**config.mk**
```make
export PLATFORM = sky130hd
export DESIGN_NAME = dmem_arbiter
export DESIGN_NICKNAME = d
export VERILOG_FILES = /design/src/rtl/dmem_arbiter.sv
export SDC_FILE = /design/constraint.sdc
export NUM_CORES = 1
export LEC_CHECK = 0
export CORE_MARGIN = 10
export CORE_UTILIZATION = 34
export CTS_CLUSTER_DIAMETER = 30
export DETAILED_ROUTE_END_ITERATION = 6
export PLACE_DENSITY = 0.84
export SLEW_MARGIN = 20
export SYNTH_ARGS = -nofsm -noshare
export SYNTH_HDL_FRONTEND = slang
export SYNTH_SLANG_ARGS = --single-unit
```
**constraint.sdc**
```tcl
create_clock -name clk -period 2.5 [get_ports clk]
set_clock_uncertainty 0.15 [all_clocks]
set_input_delay 0.375 -clock clk [delete_from_list [all_inputs] [get_ports clk]]
set_output_delay 0.375 -clock clk [all_outputs]
set_load 0.05 [all_outputs]
```
**src/rtl/dmem_arbiter.sv**
```systemverilog
// dmem_arbiter: shares one data memory between the core load/store port (0)
// and a loader/debug port (1). Owner-priority arbitration with a bounded burst
// length. Grants are combinational and read data is returned one cycle later.
module dmem_arbiter #(
  parameter int unsigned AW        = 32,
  parameter int unsigned DW        = 32,
  parameter int unsigned MAX_BURST = 4
) (
  input  logic          clk,
  input  logic          rst,
  input  logic          r0_req,
  input  logic          r0_we,
  input  logic [AW-1:0] r0_addr,
  input  logic [DW-1:0] r0_wdata,
  input  logic          r1_req,
  input  logic          r1_we,
  input  logic [AW-1:0] r1_addr,
  input  logic [DW-1:0] r1_wdata,
  output logic          r0_gnt,
  output logic          r1_gnt,
  output logic          r0_rvalid,
  output logic          r1_rvalid,
  output logic [DW-1:0] r0_rdata,
  output logic [DW-1:0] r1_rdata,
  output logic [AW-1:0] mem_address,
  output logic [DW-1:0] mem_writedata,
  output logic          mem_memread,
  output logic          mem_memwrite,
  input  logic [DW-1:0] mem_readdata,
  output logic          owner
);

  localparam int unsigned   CW      = $clog2(MAX_BURST + 1);
  localparam logic [CW-1:0] CNT_MAX = CW'(MAX_BURST);

  logic          owner_q, owner_d;
  logic [CW-1:0] cnt_q, cnt_d;
  logic          r0_rvalid_q, r0_rvalid_d;
  logic          r1_rvalid_q, r1_rvalid_d;
  logic [DW-1:0] r0_rdata_q, r0_rdata_d;
  logic [DW-1:0] r1_rdata_q, r1_rdata_d;

  logic          gnt_any;
  logic          sel_we;
  logic [AW-1:0] sel_addr;
  logic [DW-1:0] sel_wdata;

  // Grant decision; gated by reset so no access can slip through while rst is low
  always_comb begin
    r0_gnt = 1'b0;
    r1_gnt = 1'b0;
    if (rst) begin
      if (r0_req && r1_req) begin
        if (cnt_q < CNT_MAX) begin
          r0_gnt = ~owner_q;
          r1_gnt = owner_q;
        end else begin
          r0_gnt = owner_q;
          r1_gnt = ~owner_q;
        end
      end else begin
        r0_gnt = r0_req;
        r1_gnt = r1_req;
      end
    end
  end

  // Memory drive from the winning port; everything zero when idle
  always_comb begin
    gnt_any       = r0_gnt | r1_gnt;
    sel_we        = r1_gnt ? r1_we    : r0_we;
    sel_addr      = r1_gnt ? r1_addr  : r0_addr;
    sel_wdata     = r1_gnt ? r1_wdata : r0_wdata;
    mem_address   = gnt_any ? sel_addr : '0;
    mem_memread   = gnt_any & ~sel_we;
    mem_memwrite  = gnt_any & sel_we;
    mem_writedata = (gnt_any & sel_we) ? sel_wdata : '0;
  end

  // Next-state: owner/burst counter and read response capture
  always_comb begin
    owner_d     = owner_q;
    cnt_d       = cnt_q;
    r0_rvalid_d = 1'b0;
    r1_rvalid_d = 1'b0;
    r0_rdata_d  = r0_rdata_q;
    r1_rdata_d  = r1_rdata_q;

    if (gnt_any) begin
      if (r1_gnt == owner_q) begin
        cnt_d = (cnt_q == CNT_MAX) ? cnt_q : cnt_q + CW'(1);
      end else begin
        owner_d = r1_gnt;
        cnt_d   = CW'(1);
      end
    end else begin
      cnt_d = '0;
    end

    if (r0_gnt && !r0_we) begin
      r0_rvalid_d = 1'b1;
      r0_rdata_d  = mem_readdata;
    end
    if (r1_gnt && !r1_we) begin
      r1_rvalid_d = 1'b1;
      r1_rdata_d  = mem_readdata;
    end
  end

  // State registers
  always_ff @(posedge clk or negedge rst) begin
    if (!rst) begin
      owner_q     <= 1'b0;
      cnt_q       <= '0;
      r0_rvalid_q <= 1'b0;
      r1_rvalid_q <= 1'b0;
      r0_rdata_q  <= '0;
      r1_rdata_q  <= '0;
    end else begin
      owner_q     <= owner_d;
      cnt_q       <= cnt_d;
      r0_rvalid_q <= r0_rvalid_d;
      r1_rvalid_q <= r1_rvalid_d;
      r0_rdata_q  <= r0_rdata_d;
      r1_rdata_q  <= r1_rdata_d;
    end
  end

  assign owner     = owner_q;
  assign r0_rvalid = r0_rvalid_q;
  assign r1_rvalid = r1_rvalid_q;
  assign r0_rdata  = r0_rdata_q;
  assign r1_rdata  = r1_rdata_q;

endmodule

```
==> metrics.md <==
| Metric | Value |
|---|---|
| Synth Flop Type | `dfrtp_1` |
| WHS Path Cells | `1` |
| Cell internal pwr | `0.00340 W` |
| RSZ-0062 raised after global routing | `yes` |
| Worst-Skew Late Latency | `320 ps` |
| Hold Violations, Final | `0` |
| Yosys top cell by area | `dfrtp_1` |
| Syn nets | `478` |
| Post-synth EDFFs | `0` |
| Yosys warns | `0` |
| Clock Path Buffers | `2` |
| ANT nets after route | `0` |
| Via/cell ratio | `5.32` |
| Clock Tree Root | `clkbuf_16` |
| Count of input and output buffers | `300` |
| Top post-synthesis cells by count | `70 x dfrtp_1, 64 x mux2_2, 33 x o2111ai_1` |
| Non-filler cells, final | `762` |
| Row count | `38` |
| Yosys top cell area share | `0.457` |
| First-pass GRT wire length | `27200 um` |
| Crit start category | `primary input` |
| Flop pwr share | `0.269` |
| Die area | `about 0.016 sq mm` |
| Ranking of synthesized cells by area | `dfrtp_1 46%, mux2_2 19%, a21bo_2 8.4%, o2111ai_1 7.5%, a22o_1 7.3%` |
| Share of cells above drive strength 1 | `0.403` |
| Final setup viols | `0` |
| Clock power frac | `0.216` |
| Slowest Stage Delay on Critical Path | `between 400 and 500 ps` |
| PD cells | `between 700 and 800 mW/mm^2` |
| CTS tree | `yes` |
| Sw power | `0.00234 W` |
| Sw frac | `0.407` |
| Chip Height | `around 130 um` |
| Count leader, synth | `dfrtp_1` |
| Min-Delay Path Class | `reg -> reg` |
| First-pass iteration count of the detailed router | `4` |
| Effective utilization at floorplan | `0.350` |
| Worst path slowest cell | `clkdlybuf4s50_1` |
| Critical path fanouts, max | `16` |
| FF-to-FF path depth | `5` |
| Final max-slew violation count | `0` |
| Largest net degree at the start of global routing | `67` |
| GRT Overall Usage | `0.217` |
| Worst Setup End Kind | `primary output` |
| Worst-path cell chain | `clkdlybuf4s50_1 -> buf_4 -> a211oi_4 -> buf_4 -> clkbuf_16 -> a22o_2 -> buf_12` |
| Min Tclk post-route | `2500 ps` |
| Unique masters post-synth | `30` |
| GRT overflow | `0` |
| Num ports | `301` |
| Cells after Synth | `310` |
| Asr flop ratio synth | `1.00` |
| Slew margin rel. | `0.457` |
| Htree depth | `3` |
| Logic pwr share | `0.516` |
| Fin nets | `783` |
| # Max-Cap Violations | `0` |
| Peak Freq | `0.401 GHz` |
| WL per Instance | `24.7 um` |
| Starting DRT DRC Count | `about 260` |
| Critical path depth | `7` |
| Clock sinks | `70` |
| Gpl congestion | `0.992` |
| Syn Area/Cell | `12.4 sq um` |
| Post-layout util | `0.747` |
| Leakage | `3.32 nW` |
| Vias | `4053` |
| Status | `completed` |
| P&R area growth vs syn | `113%` |
| Number of antenna violations at the first check in global routing | `2` |
| Dpl cells | `734` |
| Period utilisation layout | `0.998` |
| WP data arrival | `1970 ps` |
| CTS clk-pin slew, worst paths | `50 ps` |
| Vias in the first global route | `4180` |
| HPWL Detailed | `15000 um` |
| Die width | `between 100 and 150 um` |
| Crit path top cell by count | `buf_4` |
| CP required | `1980 ps` |
| Crit path max-delay family | `buffers and inverters` |
| Post-synthesis sequential area ratio | `0.457` |
| Critical path type | `in -> out` |
| Synthesized area | `between 0.003 and 0.004 sq mm` |
| Buf/Inv on CP | `5` |
| Total Wirelength | `18800 um` |
| VDD IR-drop max | `0.661 mV` |
| DRC viols | `0` |
| TritonCTS buffer count | `9` |
| Core Region | `0.0109 sq mm` |
| Synthesis-stage register bit count | `70` |
| Worst-Margin Slew | `814 ps` |
per-layer routing:
metal,global-route usage,up-vias,routed length [um]
met3,0.0701,26,1510
met5,0,-,0
met1,0.243,2021,6940
met2,0.381,194,9950
li1,-,1812,-
met4,0.0710,0,406
registers in the layout, indices dropped and copies added (netlist names):
signal and count:
cnt_q 3, owner 1, r0_rdata 32, r0_rvalid 1, r1_rdata 32, r1_rvalid 1
area by class of cell:
class,instances,area (sq um)
antenna,2,5.00
multi-input combinational,199,2030
clock buffer,11,233
fill,756,2760
sequential,70,1750
timing repair buffer,327,3890
clock inverter,5,58.8
tap,140,175
inverter,8,30.0
final timing paths:
path	endpoint	slack [ps]	start
worst max-delay path	mem_writedata[29]	4	r1_req
worst max register to register	r0_rdata[12]	390	owner
worst min-delay path	r0_rdata[4]	350	r0_rdata[4]
min in group asynchronous	r0_rdata[1]	560	rst
worst min register to register	r0_rdata[4]	350	r0_rdata[4]
max in group asynchronous	r1_rdata[21]	1090	rst
power groups by stage:
stage                     logic, W  clock network (W)  registers, W
after floorplan           0.000714                  0       0.00247
after global placement     0.00290                  0       0.00154
after detailed placement   0.00294                  0       0.00156
after CTS                  0.00295            0.00127       0.00155
after global routing       0.00306            0.00133       0.00158
final                      0.00296            0.00124       0.00154
cell usage in the layout (no fill, tap or decap), types with 3 or more instances in the layout:
cell type,Yosys,routed
a211oi_1,4,3
inv_1,7,7
a22o_2,0,29
nor2_1,3,3
mux2_2,64,64
o2111ai_1,33,32
nand2_1,5,3
clkbuf_16,0,11
buf_4,6,27
a21bo_2,32,32
a211oi_4,1,4
buf_12,0,65
dfrtp_1,70,68
clkdlybuf4s50_1,0,231
per-stage QoR:
stage | setup TNS (ps) | hold WS, ps | power (W) | area, sq um | setup slack [ps]
after floorplan | 0 | -70.6 | 0.00318 | 3880 | 31.9
after global placement | 0 | 313 | 0.00444 | 7700 | 103
after detailed placement | 0 | 311 | 0.00450 | 7700 | 77.9
after CTS | 0 | 356 | 0.00577 | 8020 | 25.3
after global routing | -934 | 367 | 0.00597 | 8170 | -55.3
final | 0 | 354 | 0.00574 | 8170 | 4.32
cells by family (layout without fill, tap and decap cells):
group / Yosys count / after routing / share of synthesized area
adders and majority gates: 2 / 2 / 0.00653
muxes: 64 / 64 / 0.188
buffers and inverters: 41 / 351 / 0.0493
and+or+nand+nor: 15 / 15 / 0.0196
AOI/OAI and AO/OA: 116 / 116 / 0.273
other: 0 / 2 / 0
xor gates and xnor gates: 2 / 2 / 0.00653
DFF: 70 / 70 / 0.457
timing repair:
action / CTS / global route
pin swaps: 0 / 2
hold endpoints to repair: 4 / 0
endpoints found under the setup margin: 66 / 61
buffers inserted: 0 / 7
hold buffers: 1 / 0
gates cloned: 0 / 2
gates resized for setup: 3 / 7
No activity file was read; power rests on OpenSTA's default activity.
==> RTL change: new RTL, same flow settings <==
The parameter `MAX_BURST` goes from 4 to 2.
--- a/src/rtl/dmem_arbiter.sv
+++ b/src/rtl/dmem_arbiter.sv
@@ -6,3 +6,3 @@
   parameter int unsigned DW        = 32,
-  parameter int unsigned MAX_BURST = 4
+  parameter int unsigned MAX_BURST = 2
 ) (
Behaviour: not the same (a bounded check fails within 4 cycles, from zero or initial values and one cycle with rst low).
==> RTL change against the unedited design <==
Routed wire length is 4.5% lower; synthesized area shrank 2.9%; worst setup slack improved by 0.019 ns; final area down 3.2%; count of clock-buffer cells in the layout down 2; power is 1.6% higher; sequential cell count fell by 1; largest cell class unchanged.
==> RTL change: results (changes against the unedited design) <==
[power_and_ir_drop]
ir_drop_mv=0.6551  ; -0.97%
power_report.internal_total_mw=3.303  ; -3.0%
clockPowerShare_pct=17.7  ; -3.9 points

[synth]
synth.yosys.seq_area_share_pct=46.40  ; +0.70 points
synth_area_leaders=dfrtp_1, mux2_2, a21bo_2, a22o_1, o2111ai_1

[finish]
antenna_cells=0  ; -2
fillCellCount=700  ; -7.4%
final_nets=763  ; -2.6%
layout-drive-gt1-share_pct=39.60  ; -0.72 points

[cts]
clock_latency_ns=0.34  ; +0.02 ns

[sta]
min_period_ns=2.477  ; -0.01914 ns
max_slew_margin_pct=49.43  ; +3.7 points

[placed_design]
dpl.hpwl_um=14460  ; -3.6%
gp_congestion=0.9529  ; -3.9%
dp_slack_ns=0.02209  ; -0.05585 ns

[critical_path]
slowest_stage=dfrtp_2
timing.rr.start=cnt_q[1]
crit_arrival_ns=1.95  ; -0.02 ns
crit_end=mem_writedata[24]
rr_endpoint=r0_rdata[30]
crit_path_max_fanout=32  ; +16
critPathTopFamily=compound AO/OA/AOI/OAI gates
critical_path_class=reg -> out

[route]
via_count=3879  ; -4.3%
routedWlPerCell_um=24.23  ; -1.8%

[global_route]
antenna_found_initial=0  ; -2
grt_first_pass_wirelength_um=26800  ; -1.3%
grt_usage_pct=21.85  ; +0.14 points

[run_status]
status=complete, no violations

-- RTL change: changes by cell type after synthesis, sizes merged, moves of 2 or more --
cell and delta:
buf -8, and3b -2, nand3 -2, nand2b +2, nand2 -3, inv -2, clkbuf +7, a21oi +2
-- RTL change: final cells by class --
type	count	area (µm²)	share of cell area (%)
multi-input cells	192	1927	24.36
clock buffers	9	123.9	1.566
well taps	140	175.2	2.214
inverters	6	22.52	0.2847
repair buffers	318	3836	48.50
flip-flops and latches	69	1729	21.86
clock inverters	7	96.34	1.218
-- RTL change: cells by family after synthesis --
| family | count (synthesis) | synth area share, % |
|---|---|---|
| DFF | 69 | 46.40 |
| AOI/OAI and AO/OA | 116 | 27.57 |
| xor gates and xnor gates | 3 | 0.9081 |
| muxes | 64 | 19.37 |
| adders and majority gates | 1 | 0.3362 |
| buffers and inverters | 38 | 4.304 |
| and+or+nand+nor | 8 | 1.110 |
-- RTL change: power by group through the flow --
| stage | registers (mW) | clock network, mW | logic (mW) |
|---|---|---|---|
| floorplan | 2.57 | 0 | 0.793 |
| global placement | 1.56 | 0 | 3.18 |
| detailed placement | 1.59 | 0 | 3.22 |
| CTS | 1.57 | 1.05 | 3.25 |
| global route | 1.59 | 1.10 | 3.35 |
| finish | 1.56 | 1.03 | 3.24 |
-- RTL change: how the worst min path moves through the flow --
stage                       from      endpoint  slack (ns)  cells after the start
CTS                 r1_rdata[25]  r1_rdata[25]        0.36                      1
detailed placement           rst      cnt_q[0]        0.32                      2
finish              r1_rdata[25]  r1_rdata[25]        0.36                      1
floorplan                    rst      cnt_q[0]       -0.07                      0
global placement             rst   r0_rdata[3]        0.31                      2
global route        r0_rdata[26]  r0_rdata[26]        0.37                      1
-- RTL change: repair_timing --
item | 4_1_cts | 5_1_grt
setup endpoints to repair | 64 | 64
hold endpoints to repair | 7 | 0
hold buffers | 1 | 0
setup buffers | 1 | 0
pin swaps | 1 | 1
resized for setup | 5 | 8
cloned | 0 | 0
-- RTL change: stage by stage --
| step | util [%] | cells |
|---|---|---|
| finish | 73.29 | 741 |
| global route | 73.29 | 741 |
| CTS | 73.01 | 741 |
| detailed placement | 70.60 | 723 |
| global placement | 70.60 | 723 |
| floorplan | - | 299 |
-- RTL change: metal layers --
layer | track usage (%) | share of wire [%] | vias up | wire (µm)
met4 | 4.935 | 1.4 | 0 | 245
met3 | 8.170 | 8.6 | 19 | 1551
li1 | - | - | 1770 | -
met5 | 0 | 0 | - | 0
met2 | 38.31 | 52 | 182 | 9338
met1 | 24.56 | 38 | 1908 | 6819
-- RTL change: worst reg2reg max path, cell delays in order (launching register included) --
cell	delay (ns)
dfrtp_2	0.49
xor2_1	0.22
buf_4	0.18
a211oi_4	0.27
buf_12	0.25
mux2_2	0.39
